**config.mk**
```make
export PLATFORM = sky130hd
export DESIGN_NAME = async_receiver_scard
export DESIGN_NICKNAME = d
export VERILOG_FILES = /design/src/rtl/async_receiver_scard.sv
export SDC_FILE = /design/constraint.sdc
export NUM_CORES = 1
export LEC_CHECK = 0
export BUFFER_PORTS_ARGS = -buffer_cell sky130_fd_sc_hd__buf_2
export CAP_MARGIN = 20
export CELL_PAD_IN_SITES_DETAIL_PLACEMENT = 0
export CELL_PAD_IN_SITES_GLOBAL_PLACEMENT = 1
export CORE_MARGIN = 2
export CORE_UTILIZATION = 48
export DETAILED_ROUTE_END_ITERATION = 10
export HOLD_SLACK_MARGIN = 0.15
export PLACE_DENSITY_LB_ADDON = 0.1
export SKIP_LAST_GASP = 1
export SYNTH_ARGS = -nofsm -noshare
export SYNTH_HDL_FRONTEND = slang
export SYNTH_SLANG_ARGS = --single-unit
```
**constraint.sdc**
```tcl
create_clock -name clk -period 2.4 [get_ports clk]
set_clock_uncertainty 0.05 [all_clocks]
set_input_delay 0.6 -clock clk [delete_from_list [all_inputs] [get_ports clk]]
set_output_delay 0.6 -clock clk [all_outputs]
set_load 0.02 [all_outputs]
```
**src/rtl/async_receiver_scard.sv**
```systemverilog
// ISO7816-style character receiver for the smartcard I/O line.
// Frame: start(0), 8 data bits LSB-first, even parity, 2 stop bits(1).
// The line is oversampled; each bit is the majority of three mid-etu
// samples. Parity and stop-bit errors are flagged with the byte, and a
// parity error can request a one-etu NACK pulse on the open-drain line.
//
// Ports:
//   clk               system clock
//   rst               asynchronous active-high reset
//   RxD               raw smartcard I/O line (idles high)
//   RxD_data          last received byte (changes only with RxD_data_ready)
//   RxD_data_ready    one-clk pulse when a frame completes
//   RxD_parity_error  one-clk pulse with RxD_data_ready on parity failure
//   RxD_framing_error one-clk pulse with RxD_data_ready when stop1 is low
//   RxD_nack          1 = pull the I/O line low (error signal)
//   RxD_busy          high from start-bit detection until back in IDLE
module async_receiver_scard #(
   parameter int unsigned ClkFrequency          = 40000000,
   parameter int unsigned Baud                  = 9600,
   parameter int unsigned Oversampling          = 16,
   parameter int unsigned BaudGeneratorAccWidth = 16,
   parameter int unsigned NackOnError           = 1
) (
   input  logic       clk,
   input  logic       rst,
   input  logic       RxD,
   output logic [7:0] RxD_data,
   output logic       RxD_data_ready,
   output logic       RxD_parity_error,
   output logic       RxD_framing_error,
   output logic       RxD_nack,
   output logic       RxD_busy
);

   localparam int unsigned W    = BaudGeneratorAccWidth;
   localparam int unsigned CntW = $clog2(Oversampling);

   // Rounded fractional increment; computed in 64 bits to avoid overflow.
   localparam longint unsigned IncL =
      ((64'(Baud) * 64'(Oversampling) << W) + 64'(ClkFrequency) / 2) / 64'(ClkFrequency);
   localparam logic [W:0] Inc = IncL[W:0];

   localparam logic [CntW-1:0] CntMax   = CntW'(Oversampling - 1);
   localparam logic [CntW-1:0] SampA    = CntW'(Oversampling / 2 - 1);
   localparam logic [CntW-1:0] SampB    = CntW'(Oversampling / 2);
   localparam logic [CntW-1:0] SampC    = CntW'(Oversampling / 2 + 1);
   localparam logic [CntW-1:0] HighDone = CntW'(Oversampling / 2 - 1);

   typedef enum logic [2:0] {
      IDLE, START, DATA, PARITY, STOP, NACK, WAITHIGH
   } state_t;

   state_t          state, state_nxt;
   logic            sync1, rx_s;
   logic [W:0]      acc;
   logic            tick;
   logic [CntW-1:0] cnt;
   logic [2:0]      idx;
   logic            samp0, samp1;
   logic [7:0]      shreg;
   logic            perr_r;
   logic            decide, wrap, maj;

   assign tick   = acc[W];
   assign decide = tick && (cnt == SampC);
   assign wrap   = tick && (cnt == CntMax);
   // Third sample is the live synchronized value at the decision tick.
   assign maj    = (samp0 & samp1) | (samp0 & rx_s) | (samp1 & rx_s);

   assign RxD_busy = (state != IDLE);

   always_ff @(posedge clk or posedge rst) begin
      if (rst) state <= IDLE;
      else     state <= state_nxt;
   end

   always_comb begin
      state_nxt = state;
      case (state)
         IDLE:     if (!rx_s) state_nxt = START;
         START: begin
            if (decide && maj) state_nxt = IDLE;
            else if (wrap)     state_nxt = DATA;
         end
         DATA:     if (wrap && idx == 3'd7) state_nxt = PARITY;
         PARITY:   if (wrap) state_nxt = STOP;
         STOP: begin
            if (decide)
               state_nxt = (perr_r && NackOnError != 0) ? NACK : WAITHIGH;
         end
         NACK:     if (wrap) state_nxt = WAITHIGH;
         WAITHIGH: if (rx_s && tick && cnt == HighDone) state_nxt = IDLE;
         default:  state_nxt = IDLE;
      endcase
   end

   always_ff @(posedge clk or posedge rst) begin
      if (rst) begin
         sync1             <= 1'b1;
         rx_s              <= 1'b1;
         acc               <= '0;
         cnt               <= '0;
         idx               <= '0;
         samp0             <= 1'b0;
         samp1             <= 1'b0;
         shreg             <= '0;
         perr_r            <= 1'b0;
         RxD_data          <= '0;
         RxD_data_ready    <= 1'b0;
         RxD_parity_error  <= 1'b0;
         RxD_framing_error <= 1'b0;
         RxD_nack          <= 1'b0;
      end else begin
         sync1 <= RxD;
         rx_s  <= sync1;

         // Held at zero while idle so the etu phase starts at the start edge.
         if (state == IDLE) acc <= '0;
         else               acc <= {1'b0, acc[W-1:0]} + Inc;

         RxD_data_ready    <= 1'b0;
         RxD_parity_error  <= 1'b0;
         RxD_framing_error <= 1'b0;
         RxD_nack          <= (state == NACK);

         if (tick) begin
            if (cnt == SampA) samp0 <= rx_s;
            if (cnt == SampB) samp1 <= rx_s;
         end

         // cnt wraps naturally at etu boundaries; NACK and WAITHIGH
         // reuse it and so restart it when leaving STOP.
         case (state)
            IDLE:     cnt <= '0;
            STOP: begin
               if (decide)    cnt <= '0;
               else if (tick) cnt <= cnt + 1'b1;
            end
            WAITHIGH: begin
               if (!rx_s)     cnt <= '0;
               else if (tick) cnt <= cnt + 1'b1;
            end
            default:  if (tick) cnt <= cnt + 1'b1;
         endcase

         if (state == START)             idx <= '0;
         else if (state == DATA && wrap) idx <= idx + 1'b1;

         if (state == DATA && decide)
            shreg <= {maj, shreg[7:1]};

         if (state == PARITY && decide)
            perr_r <= maj ^ (^shreg);

         if (state == STOP && decide) begin
            RxD_data          <= shreg;
            RxD_data_ready    <= 1'b1;
            RxD_parity_error  <= perr_r;
            RxD_framing_error <= ~maj;
         end
      end
   end

endmodule

```
==> results.md, run 1 <==
- Final hold analysis gives a worst-case slack of 0.193 ns.
- After detailed placement, the total cell area comes to 0.00255 mm^2.
- The HPWL after detailed placement is 3.04 mm.
- The launching element of the worst setup path is cnt[1].
- In the routed layout, each cell is associated on average with a via count of 5.14.
- In this run the worst path has a maximum fanout of 11.
- The final cycle utilization of the critical path is 86.6%.
- The detail route stage leaves a number of antenna-violating nets equal to 0.
- Counting flops with an async set or reset pin after synthesis yields a share of 100%.
- The number of global-route vias before repair is 1610.
- The initial DRC count is 44.
- Of the total power, the share spent switching nets is 21.1%.
- The number of enable-type register cells in the synthesized netlist is 0.
- Hold repair after CTS inserted 0 buffers.
- For this run, the number of Yosys warnings is 0.
- For this design the static power due to leakage is 0.00128 uW.
- The main combinational cell family by area after synthesis is simple AND/OR/NAND/NOR gates.
- The number of placement rows is 25.
- The commonest register cell after synthesis is sky130_fd_sc_hd__dfrtp_1.
- Entering global routing, the biggest net connects 22 pins.
- At the end of the flow, the number of nets in the layout was 231.
- The tool flagged a number of max-cap violations equal to 0.
- Synthesis produced 205 cells.
- Detailed routing inserted a total of 1491 vias.
- Once layout is done, the placed cells without fillers occupy 0.00264 mm^2.
- The number of nets in the synthesized netlist is 214.
- The worst register-to-register path begins at cnt[1].
- The share of total power dissipated in combinational logic is 1.6%.
- Global routing finished with a remaining overflow of 0.
- The max-slew violation count is 0.
- TritonCTS built the clock tree.
- The worst register-to-register path ends at RxD_data[3].
- The capturing element type of the critical path is a register.
- The I/O pin total is 16.
- STA puts the critical path data required time at 2.53 ns.
- The total area inside the core boundary comes to 0.00479 mm^2.
- The master cell of the clock root buffer is sky130_fd_sc_hd__clkbuf_8.
- The critical path's largest stage delay is 0.43 ns.
- The maximum vdd ir drop is 0.376 mV.
- The die covers 0.00563 mm^2.
- The total CTS buffers is 5.
- In this run the vertical extent of the chip is 75.0 um.
- At the pin with the least slew margin, the transition time is 0.722 ns.
- After clock tree synthesis, the repair step resized 0 gates.
- The worst-case reg-to-reg path depth is 6.
- Registers are responsible for 61.8% of the overall power.
- The register-to-register setup slack is 0.32 ns.
- The share of total power dissipated in the clock network is 36.6%.
- After filler insertion, the fill cell instance count of the layout stands at 423.
- The kind of start point of the critical path is a register.
- The cell type with the highest aggregate area in the netlist is sky130_fd_sc_hd__dfrtp_1.
- The tightest min-delay check is of the in2async type.
- Of the total synthesized cell area, the portion taken by full adders, half adders and majority gates is 3.57%.
- The clock period minus final worst setup slack is 2.08 ns.
- The mapped netlist covers 0.00242 mm^2.
- The cell family contributing the most delay on the critical path is simple AND/OR/NAND/NOR gates.
- From synthesis to final layout, the design area changed by 9.15%.
- The internal portion of the total power is 1080 uW.
- The count of endpoints failing setup in the final report is 0.
- The count of input and output buffers is 15.
- The post-synthesis mux area share is 10.0%.
- The clock drives 50 sinks.
- The overall fraction of global-route tracks in use is 18.1%.
- By count the netlist is led by sky130_fd_sc_hd__dfrtp_1, sky130_fd_sc_hd__nor2_1, sky130_fd_sc_hd__mux2_2.
- After Yosys synthesis, XOR and XNOR cells account for 8.32% of the synthesized area.
- The most common cell in the synthesized netlist is sky130_fd_sc_hd__dfrtp_1.
- The number of antenna violations at the first check in global routing came to 0.
- Walking the worst path, the cells encountered are inv_1 -> ha_1 -> nand4b_4 -> nor3b_2 -> and2b_1 -> mux2_2.
- The number of design rule violations left after detail routing is 0.
- The compound-cell area share of the yosys netlist is 8.11%.
- After detailed routing, the total wire length is 4.23 mm.
- The H-tree depth reported by CTS is 2.
- The total power per unit cell area is 519 mW/mm^2.
- Summing the areas of all and, or, nand and nor instances in the mapped netlist gives 13.9% of the synthesized area.
- For the worst setup path, the data arrival time is 2.21 ns.
- Together, buffers and inverters on the worst path number 1.
- The initial cell density of the core is 50.6%.
- The power dissipated by switching net loads is 290 uW.
- The weighted congestion reported at the end of routability-driven placement is 0.846.
- Counting along the longest clock path gives a buffer depth of 2.
- The worst slew margin relative to its limit is 51.5%.
- The largest individual stage delay along the critical path comes from the cell sky130_fd_sc_hd__dfrtp_1.
- Setup repair after global routing left no endpoint under its margin.
- The fraction of layout instances using a drive strength above 1 is 26.9%.
- In this run the post-CTS setup repair buffer count came out at 0.
- The die is 75.0 um wide.
- The fmax is 481 MHz.
- Sorting the synthesized cells by area gives the leading types as sky130_fd_sc_hd__dfrtp_1, sky130_fd_sc_hd__mux2_2, sky130_fd_sc_hd__xnor2_1, sky130_fd_sc_hd__nor2_1, sky130_fd_sc_hd__ha_1.
- Clock latency on the worst-skew pair, taken at its later pin, is 0.30 ns.
- In this run the biggest area consumer among cell types represents 49.6% of the synthesized area.
- After detailed routing, the average wire length per cell comes to 14.6 um.
- The flow ran to the end, and the final reports show no timing, DRC or antenna violations.
- The unique cell type count in the Yosys netlist is 50.
- The number of antenna diodes in the final layout is 0.
- The critical path in this run is classified as reg2reg.
- Summed over all failing endpoints, the final setup total negative slack is 0 ns.
- The mean instance size in the synthesized netlist is 11.8 um^2.
- In this run, synthesis produced a sequential element count of 50.
- The first global-routing pass estimated 7.71 mm of wire.
- The clock transition at the registers of the reported paths is 0.09 ns.
- The final count of hold timing violations is 0.
- The share of the Yosys chip area taken by registers is 51.8%.
- The first detailed-routing pass ran for 4 iterations.
-- flip-flops by register name (all words and copies together) (netlist names) --
name and flops:
acc 15, RxD_data 8, shreg 8, cnt 4, idx 3, state 3
RxD_data_ready 1, RxD_framing_error 1, RxD_nack 1, RxD_parity_error 1, perr_r 1, rx_s 1
samp0 1, samp1 1, sync1 1
-- per-stage QoR --
step                util [%]  power [uW]  std cells  setup WS [ns]
floorplan                  -         879        205          0.410
finish                  55.2        1370        290          0.320
global route            55.2        1430        290          0.147
CTS                     55.2        1400        290          0.303
global placement        53.2         886        282          0.409
detailed placement      53.2         888        282          0.321
-- layout make-up --
class / instances / area, um^2 / area share (%)
flip-flops and latches: 50 / 1250 / 47.4
multi-input cells: 136 / 1060 / 40.2
repair buffers: 20 / 113 / 4.26
well taps: 67 / 83.8 / 3.17
clock buffers: 6 / 82.6 / 3.13
inverters: 9 / 33.8 / 1.28
clock inverters: 2 / 12.5 / 0.473
-- power groups by stage --
| stage | logic [uW] | clock network [uW] | registers, uW |
|---|---|---|---|
| floorplan | 16.9 | 0 | 862 |
| global placement | 22.1 | 0 | 864 |
| detailed placement | 23.8 | 0 | 864 |
| CTS | 24.0 | 524 | 847 |
| global route | 26.9 | 560 | 848 |
| finish | 22.4 | 501 | 847 |
-- cell usage in the layout, fill, tap and decap left out, types with 4 or more instances in the layout --
cell                        n
sky130_fd_sc_hd__xnor2_1   17
sky130_fd_sc_hd__inv_1      8
sky130_fd_sc_hd__mux2i_1    4
sky130_fd_sc_hd__nor3_1     4
sky130_fd_sc_hd__mux2_2    18
sky130_fd_sc_hd__nor2_1    22
sky130_fd_sc_hd__ha_1       6
sky130_fd_sc_hd__buf_2     15
sky130_fd_sc_hd__buf_4      5
sky130_fd_sc_hd__nand2_1    9
sky130_fd_sc_hd__clkbuf_8   6
sky130_fd_sc_hd__a21oi_1    9
sky130_fd_sc_hd__dfrtp_1   48
-- worst reg2reg max path, cell delays in order, from the launching register on --
cell	delay (ns)
sky130_fd_sc_hd__dfrtp_1	0.43
sky130_fd_sc_hd__inv_1	0.09
sky130_fd_sc_hd__ha_1	0.19
sky130_fd_sc_hd__nand4b_4	0.17
sky130_fd_sc_hd__nor3b_2	0.23
sky130_fd_sc_hd__and2b_1	0.41
sky130_fd_sc_hd__mux2_2	0.40
-- worst max-delay path by stage --
stage	end	slack (ns)	depth (start not counted)
after floorplan	RxD_busy	0.41	4
after global placement	RxD_data[2]	0.41	6
after detailed placement	RxD_data[3]	0.32	6
after CTS	RxD_data[3]	0.30	6
after global routing	RxD_data[3]	0.15	6
final	RxD_data[3]	0.32	6
-- cells by family (layout without fill, tap and decap cells) --
kind of cell / after synthesis / in the layout
compound gates: 28 / 28
flops: 50 / 50
mux: 22 / 22
simple gates: 58 / 58
buf+inv: 19 / 37
xor+xnor: 21 / 21
fa+ha+maj: 7 / 7
-- layer usage --
layer  vias to the layer above  GRT usage [%]  wire [um]
li1                        742              -          -
met1                       726           24.8       2090
met2                        21           29.1       2000
met3                         2           4.02        120
met4                         0           5.36         22
met5                         -              0          0
Power figures use the tool's default switching activity.
==> inputs of run 2 (changes only) <==
--- a/config.mk
+++ b/config.mk
@@ -5,12 +5,13 @@
 export SDC_FILE = /design/constraint.sdc
 export NUM_CORES = 1
 export LEC_CHECK = 0
+export ABC_AREA = 1
 export BUFFER_PORTS_ARGS = -buffer_cell sky130_fd_sc_hd__buf_2
 export CAP_MARGIN = 20
 export CELL_PAD_IN_SITES_DETAIL_PLACEMENT = 0
 export CELL_PAD_IN_SITES_GLOBAL_PLACEMENT = 1
 export CORE_MARGIN = 2
-export CORE_UTILIZATION = 48
+export CORE_UTILIZATION = 45
 export DETAILED_ROUTE_END_ITERATION = 10
 export HOLD_SLACK_MARGIN = 0.15
 export PLACE_DENSITY_LB_ADDON = 0.1
==> run 2 against run 1 <==
  * Fmax shrank 5.7%
  * Sequential power is essentially flat
  * Total power shrank 0.71%
  * Count of clock-buffer cells in the layout shrank 1
==> results.md, run 2 <==
- The overall power consumption came to 1360 uW (-0.71%).
- Setup repair after global routing left no endpoint under its margin.
- The mean instance size in the synthesized netlist is 8.29 um^2 (-30%).
- The total power per unit cell area is 506 mW/mm^2 (-2.5%).
- The clock sink total is 50 (unchanged).
- The number of fill cells is 480 (+13%).
- The post-synthesis instance area is 0.00244 mm^2 (+0.67%).
- The run finished with clean final reports.
- The clock period minus final worst setup slack is 2.20 ns (+0.125 ns).
- The maximum vdd ir drop is 0.241 mV (-36%).
- The number of buffers and inverters on the critical path is 3 (+2).
- The total wire length after detailed routing is 4.37 mm (+3.1%).
- The max-capacitance violation count is 0 (unchanged).
- The final sum of negative setup slack came to 0 ns (unchanged).
- The area used by sequential logic in the layout came to 0.00125 mm^2 (unchanged).
- The antenna diode count is 0 (unchanged).
- The initial DRC count was 96 (+120%).
- The share of synthesized cell area in full adder, half adder and majority cells was 3.08% (-0.49 points).
- The met3 demand-to-capacity share in global routing is 3.84% (-0.18 points).
- The count of endpoints failing setup in the final report came to 0 (unchanged).
- The number of instances in the synthesized netlist was 294 (+43%).
- The max-slew violation count came to 0 (unchanged).
- The critical path is of the reg2out type.
- The post-place instance area is 0.00260 mm^2 (+2.1%).
- The worst hold slack came to 0.292 ns (+0.0985 ns).
- The worst slew margin relative to its limit is 53.4% (+1.9 points).
- The critical path ends at RxD_busy.
- The number of design rule violations left after detail routing is 0 (unchanged).
- The worst-case setup margin in the final layout is 0.196 ns (-0.125 ns).
- The count of input and output buffers came to 15 (unchanged).
- The flip-flop count of the largest register, all copies and words added was 15 (unchanged).
- The tree is rooted in a sky130_fd_sc_hd__clkbuf_8.
- Counting instances in the post-synthesis netlist gives the leading cell types as sky130_fd_sc_hd__nand2_1, sky130_fd_sc_hd__dfrtp_1, sky130_fd_sc_hd__inv_1.
- The initial cell density of the core came to 47.1% (-3.5 points).
- The clock transition at the registers of the reported paths is 0.10 ns (about the same).
- The area of the die is 0.00602 mm^2 (+7.0%).
- The number of resized instances in the post-cts repair step is 0 (unchanged).
- Walking the worst path, the cells encountered are inv_1 -> nand2_1 -> nor2_2 -> clkinv_1 -> buf_2.
- The unique cell type count in the Yosys netlist is 29 (-42%).
- The final cycle utilization of the critical path is 91.8% (+5.2 points).
- The wire length per cell after detailed routing is 11.3 um (-23%).
- The synthesis warning total came to 0 (unchanged).
- The height of the die is 77.6 um (+3.4%).
- The met2 track demand over resource in global routing came to 27.1% (-2.1 points).
- The number of synthesized register bits is 50 (unchanged).
- The endpoint required time on the critical path is 1.75 ns (-0.78 ns).
- The remaining global-route overflow is 0 (unchanged).
- The TritonCTS clock tree is built.
- The part of the power in the clock network is 36.1% (-0.5 points).
- The global routing stage identified its most utilized layer as met2.
- The number of buffers on the longest clock path is 2 (unchanged).
- The slowest stage of the critical path is the sky130_fd_sc_hd__dfrtp_1 cell.
- The worst-case reg-to-reg path depth was 6 (unchanged).
- The net count after synthesis is 303 (+42%).
- The post-detailed-placement half-perimeter wirelength came to 3.28 mm (+8.0%).
- The cell family contributing the most delay on the critical path is buffers and inverters.
- The main combinational cell family by area after synthesis is simple AND/OR/NAND/NOR gates.
- The sequential share of power is 62.2% (+0.4 points).
- The pin slew with the least headroom to its limit is 0.699 ns (-0.0229 ns).
- The global-route wire length before repair came to 8.09 mm (+4.9%).
- The overall fraction of global-route tracks in use was 16.7% (-1.4 points).
- The largest net degree at the start of global routing came to 27 (+23%).
- The combined area of the multi-input logic cells is 0.00100 mm^2 (-5.8%).
- The area of the core was 0.00517 mm^2 (+8.1%).
- The post-CTS setup repair buffer count is 0 (unchanged).
- The total CTS buffers is 5 (unchanged).
- Relative to the synthesized area, the layout overhead comes to 10.4%.
- The count of hold-fix buffers inserted at cts was 0 (unchanged).
- The horizontal die dimension is 77.6 um (+3.4%).
- STA classifies the critical path endpoint as an output pin.
- The fraction of layout instances using a drive strength above 1 is 13.6% (-13 points).
- The clock insertion delay at the later pin of the skew report came to 0.31 ns (about the same).
- The synthesized-area fraction occupied by xor and xnor cells is 2.16% (-6.2 points).
- The maximum fanout along the worst path is 9 (-2).
- The register area share after synthesis was 51.4% (-0.35 points).
- The launching element of the worst setup path is state[0].
- The power dissipated by switching net loads is 306 uW (+5.6%).
- Of all cell types, the one taking the most synthesized area is sky130_fd_sc_hd__dfrtp_1.
- The number of placement rows is 26 (+4.0%).
- In the synthesized netlist the dominant register cell turns out to be sky130_fd_sc_hd__dfrtp_1.
- In the final layout, the registers with the most flip-flops are acc x15, RxD_data x8, shreg x8.
- The leakage power is 0.00140 uW (+9.1%).
- The register-to-register setup slack came to 0.63 ns (+0.31 ns).
- The I/O pin total came to 16 (unchanged).
- In this run the worst hold path is classified as in2async.
- The number of enable-type register cells in the synthesized netlist is 0 (unchanged).
- The number of iterations in the first detailed-routing pass is 4 (unchanged).
- The H-tree depth reported by CTS was 2 (unchanged).
- The remaining number of nets flagged by the antenna check after routing was 0 (unchanged).
- The total non-filler cell area in the finished layout came to 0.00269 mm^2 (+1.8%).
- The switching part of the total is 22.5% (+1.4 points).
- The most common cell in the synthesized netlist is sky130_fd_sc_hd__nand2_1.
- The post-placement setup slack is 0.521 ns (+0.201 ns).
- The fraction of power consumed by combinational cells is 1.7% (about the same).
- The via density per instance was 4.86 (-5.5%).
- The post-synthesis mux area share is 0% (-10 points).
- The area share of and/or/nand/nor cells after synthesis is 24.5% (+11 points).
- After synthesis, the cell types taking the most area are sky130_fd_sc_hd__dfrtp_1, sky130_fd_sc_hd__nand2_1, sky130_fd_sc_hd__inv_1, sky130_fd_sc_hd__nor2_1, sky130_fd_sc_hd__o21ai_0.
- The arrival time of the worst setup path is 1.55 ns (-0.66 ns).
- The detailed-route via count was 1876 (+26%).
- The beginning of the worst register-to-register path is cnt[1].
- The logic depth of the worst setup path including buffers is 5 (-1).
- The fmax is 454 MHz (-5.7%).
- The global-route met1 utilization came to 22.2% (-2.6 points).
- The count of nets after finishing is 324 (+40%).
- The compound-cell area share of the yosys netlist is 11.4% (+3.3 points).
- The share of async-settable or async-resettable flops after synthesis is 100% (unchanged).
- In the layout the commonest cells are sky130_fd_sc_hd__nand2_1, sky130_fd_sc_hd__dfrtp_1, sky130_fd_sc_hd__inv_1.
- The terminus of the critical flop-to-flop path is shreg[2].
- The top-area cell type share of the netlist area is 49.3% (-0.33 points).
- The weighted congestion reported at the end of routability-driven placement is 0.799 (-5.6%).
- The final count of hold timing violations is 0 (unchanged).
- The number of antenna violations at the first check in global routing is 0 (unchanged).
- The kind of start point of the critical path is a register.
- The critical path's largest stage delay came to 0.40 ns (-0.03 ns).
- The most common library cell in the layout ignoring fill and taps is sky130_fd_sc_hd__nand2_1.
- The internal power contribution is 1050 uW (-2.4%).
- The register with the most flip-flops in the final layout is acc.
- The number of global-route vias before repair was 1812 (+13%).
[run 2: cell count changes after synthesis, moves of 8 or more]
cell	before	now
sky130_fd_sc_hd__o21ai_2	0	8
sky130_fd_sc_hd__o21ai_0	1	21
sky130_fd_sc_hd__xnor2_1	17	2
sky130_fd_sc_hd__mux2_2	18	0
sky130_fd_sc_hd__nand2_1	9	79
sky130_fd_sc_hd__nor2_1	22	30
sky130_fd_sc_hd__nand3_1	3	16
sky130_fd_sc_hd__inv_1	9	39
[run 2: cell type report]
| class | instances | area share [%] |
|---|---|---|
| multi-input cells | 200 | 37.3 |
| clock inverters | 3 | 0.791 |
| flip-flops and latches | 50 | 46.6 |
| inverters | 41 | 5.72 |
| clock buffers | 5 | 2.56 |
| repair buffers | 17 | 3.81 |
| well taps | 70 | 3.26 |
[run 2: how the worst min path moves through the flow]
stage | start | end | slack (ns) | cells after the start
after floorplan | sync1 | rx_s | 0.30 | 0
after global placement | sync1 | rx_s | 0.30 | 0
after detailed placement | sync1 | rx_s | 0.30 | 0
after CTS | rst | acc[11] | 0.31 | 2
after global routing | sync1 | rx_s | 0.32 | 0
final | rst | acc[11] | 0.29 | 2
[run 2: metrics by stage]
stage | std cells | utilization, %
finish | 386 | 52.0
global route | 386 | 52.0
CTS | 386 | 52.0
detailed placement | 378 | 50.3
global placement | 378 | 50.3
floorplan | 294 | -
[run 2: per-layer routing]
metal  vias up  share of wire [%]
met1       863                 48
met3         7                3.3
li1        977                  -
met4         0                1.3
met5         -                  0
met2        29                 47
[run 2: logic make-up after synthesis]
group                      count (synthesis)
and+or+nand+nor                          141
adders and majority gates                  6
DFF                                       50
AOI/OAI and AO/OA                         47
buffers and inverters                     44
xor gates and xnor gates                   6
[run 2: power groups by stage]
| stage | sequential [uW] | clock (uW) | combinational [uW] |
|---|---|---|---|
| 5_1_grt | 847 | 551 | 27.9 |
| 3_5_place_dp | 863 | 0 | 25.1 |
| 2_1_floorplan | 863 | 0 | 13.1 |
| 6_report | 846 | 492 | 23.0 |
| 3_3_place_gp | 863 | 0 | 24.4 |
| 4_1_cts | 846 | 514 | 25.1 |
==> inputs of run 3 (changes only) <==
--- a/config.mk
+++ b/config.mk
@@ -6,7 +6,7 @@
 export NUM_CORES = 1
 export LEC_CHECK = 0
 export ABC_AREA = 1
-export BUFFER_PORTS_ARGS = -buffer_cell sky130_fd_sc_hd__buf_2
+export BUFFER_PORTS_ARGS = -buffer_cell sky130_fd_sc_hd__buf_4
 export CAP_MARGIN = 20
 export CELL_PAD_IN_SITES_DETAIL_PLACEMENT = 0
 export CELL_PAD_IN_SITES_GLOBAL_PLACEMENT = 1
==> run 3 against run 2 <==
  * Hold slack better by 0.0025 ns
  * Wire length down 1.7%
  * Fmax up 0.33%
  * Utilization up 0.75 points
  * Global-route usage down 0.083 points
  * Combinational power up 3%
  * Die area unchanged
  * Critical endpoint unchanged
  * Largest power group unchanged
==> results.md, run 3 (synthesis gave the netlist of run 2 again) <==
- The H-tree depth reported by CTS is 2 (unchanged).
- The final sum of negative setup slack is 0 ns (unchanged).
- The initial DRC count is 104 (+8.3%).
- The fraction of power consumed by combinational cells was 1.7% (about the same).
- The flip-flop count of the largest register, all copies and words added is 15 (unchanged).
- The number of global-route vias before repair is 1819 (+0.39%).
- Compared with the post-synthesis result, the final layout area differs by 12.0%.
- The clock sink total is 50 (unchanged).
- The horizontal die dimension is 77.6 um (unchanged).
- The worst setup path is launched from a register.
- The capturing element type of the critical path is an output pin.
- The max-capacitance violation count was 0 (unchanged).
- The area of the core is 0.00517 mm^2 (unchanged).
- The final count of hold timing violations is 0 (unchanged).
- The total CTS buffers is 5 (unchanged).
- The number of placement rows was 26 (unchanged).
- The global-route wire length before repair is 8.04 mm (-0.68%).
- The area of the die was 0.00602 mm^2 (unchanged).
- The launching element of the worst setup path is state[0].
- The clock transition at the registers of the reported paths is 0.09 ns (about the same).
- The endpoint required time on the critical path was 1.75 ns (about the same).
- The post-detailed-placement half-perimeter wirelength is 3.15 mm (-3.9%).
- The switching part of the total was 21.5% (-0.98 points).
- The register-to-register setup slack is 0.61 ns (-0.02 ns).
- The maximum vdd ir drop was 0.242 mV (+0.61%).
- The number of antenna violations at the first check in global routing is 0 (unchanged).
- The total wire length after detailed routing is 4.29 mm (-1.7%).
- The setup path with the least slack is of type reg2out.
- The antenna diode count is 0 (unchanged).
- The number of design rule violations left after detail routing is 0 (unchanged).
- The max-slew violation count was 0 (unchanged).
- The number of fill cells is 489 (+1.9%).
- The via density per instance came to 4.78 (-1.7%).
- The beginning of the worst register-to-register path is cnt[1].
- The sequential share of power is 61.3% (-0.9 points).
- The library cell used most frequently in the layout, excluding fill and tap cells, is sky130_fd_sc_hd__nand2_1.
- In the layout the commonest cells are sky130_fd_sc_hd__nand2_1, sky130_fd_sc_hd__dfrtp_1, sky130_fd_sc_hd__inv_1.
- The clock period minus final worst setup slack is 2.20 ns (-0.00723 ns).
- The number of iterations in the first detailed-routing pass is 4 (unchanged).
- The power dissipated by switching net loads is 297 uW (-3.0%).
- The I/O pin total came to 16 (unchanged).
- Setup repair after global routing left no endpoint under its margin.
- The pin slew with the least headroom to its limit was 0.700 ns (+0.00163 ns).
- The initial cell density of the core is 47.1% (unchanged).
- The fmax is 455 MHz (+0.33%).
- TritonCTS built the clock tree.
- The combined area of the multi-input logic cells is 0.00100 mm^2 (unchanged).
- The class of the tightest hold or removal check is in2async.
- The fraction of layout instances using a drive strength above 1 came to 13.3% (-0.32 points).
- The weighted congestion reported at the end of routability-driven placement is 0.809 (+1.2%).
- The count of hold-fix buffers inserted at cts was 0 (unchanged).
- The clock insertion delay at the later pin of the skew report is 0.31 ns (about the same).
- The overall fraction of global-route tracks in use is 16.6% (-0.083 points).
- acc holds more flip-flops than any other register.
- The remaining global-route overflow was 0 (unchanged).
- The count of input and output buffers came to 15 (unchanged).
- The area used by sequential logic in the layout is 0.00125 mm^2 (unchanged).
- The height of the die is 77.6 um (unchanged).
- The number of placed cells counting well taps is 378 (unchanged).
- The number of resized instances in the post-cts repair step is 0 (unchanged).
- The detailed-route via count is 1845 (-1.7%).
- The part of the power in the clock network is 37.0% (+0.9 points).
- The internal power contribution is 1080 uW (+2.7%).
- The leakage power is 0.00140 uW (+0.43%).
- The final cycle utilization of the critical path is 91.5% (-0.30 points).
- The count of non-filler cells in the finished layout is 386 (unchanged).
- The run finished with clean final reports.
- The largest net degree at the start of global routing is 27 (unchanged).
- The maximum fanout along the worst path came to 9 (unchanged).
- The wire length per cell after detailed routing is 11.1 um (-1.7%).
- The count of endpoints failing setup in the final report was 0 (unchanged).
- The remaining number of nets flagged by the antenna check after routing was 0 (unchanged).
- The arrival time of the worst setup path is 1.55 ns (about the same).
- The count of nets after finishing is 324 (unchanged).
- The total power per unit cell area was 506 mW/mm^2 (about the same).
- The number of buffers on the longest clock path came to 2 (unchanged).
- The post-CTS setup repair buffer count is 0 (unchanged).
- The worst slew margin relative to its limit came to 53.3% (-0.11 points).
- The largest registers in the layout are acc x15, RxD_data x8, shreg x8.
- The master cell of the clock root buffer is sky130_fd_sc_hd__clkbuf_8.
run 3: layout make-up:
class | instances | area share, %
Inverter | 41 | 5.64
Clock buffer | 7 | 3.16
Clock inverter | 1 | 0.183
Tap cell | 70 | 3.21
Multi-Input combinational cell | 200 | 36.7
Timing Repair Buffer | 17 | 5.14
Sequential cell | 50 | 45.9
run 3: worst paths after layout:
kind | end | cells after the start
hold reg to reg | rx_s | 0
hold / removal | acc[15] | 2
setup reg to reg | shreg[2] | 6
setup / recovery | RxD_busy | 5
max in group asynchronous | shreg[7] | 3
min in group clk | rx_s | 0
run 3: metal layers:
metal  vias to the layer above  wire length (um)  GRT usage, %
li1                        975                 -             -
met1                       847              2120          22.2
met2                        18              2010          26.8
met3                         5                94          2.79
met4                         0                66          6.96
met5                         -                 0             0
run 3: stage by stage:
step	cell area, um^2	total power [uW]	worst slack (ns)	util, %	hold WS (ns)
after global routing	2730	1430	0.0460	52.8	0.313
after detailed placement	2640	888	0.530	51.0	0.297
after global placement	2640	888	0.533	51.0	0.298
final	2730	1380	0.203	52.8	0.294
after CTS	2730	1410	0.175	52.8	0.308
after floorplan	2440	876	0.552	-	0.295
run 3: worst max-delay path, stage by stage, from the launching register on:
cell                       delay, ns
sky130_fd_sc_hd__dfrtp_1        0.40
sky130_fd_sc_hd__inv_1          0.16
sky130_fd_sc_hd__nand2_1        0.10
sky130_fd_sc_hd__nor2_2         0.13
sky130_fd_sc_hd__clkinv_1       0.23
sky130_fd_sc_hd__buf_4          0.23
run 3: power groups by stage:
stage                     logic (uW)  registers [uW]  clock network (uW)
after CTS                       25.6             846                 534
after detailed placement        25.5             863                   0
after floorplan                 13.1             863                   0
final                           23.8             846                 511
after global placement          25.5             863                   0
after global routing            28.9             847                 559
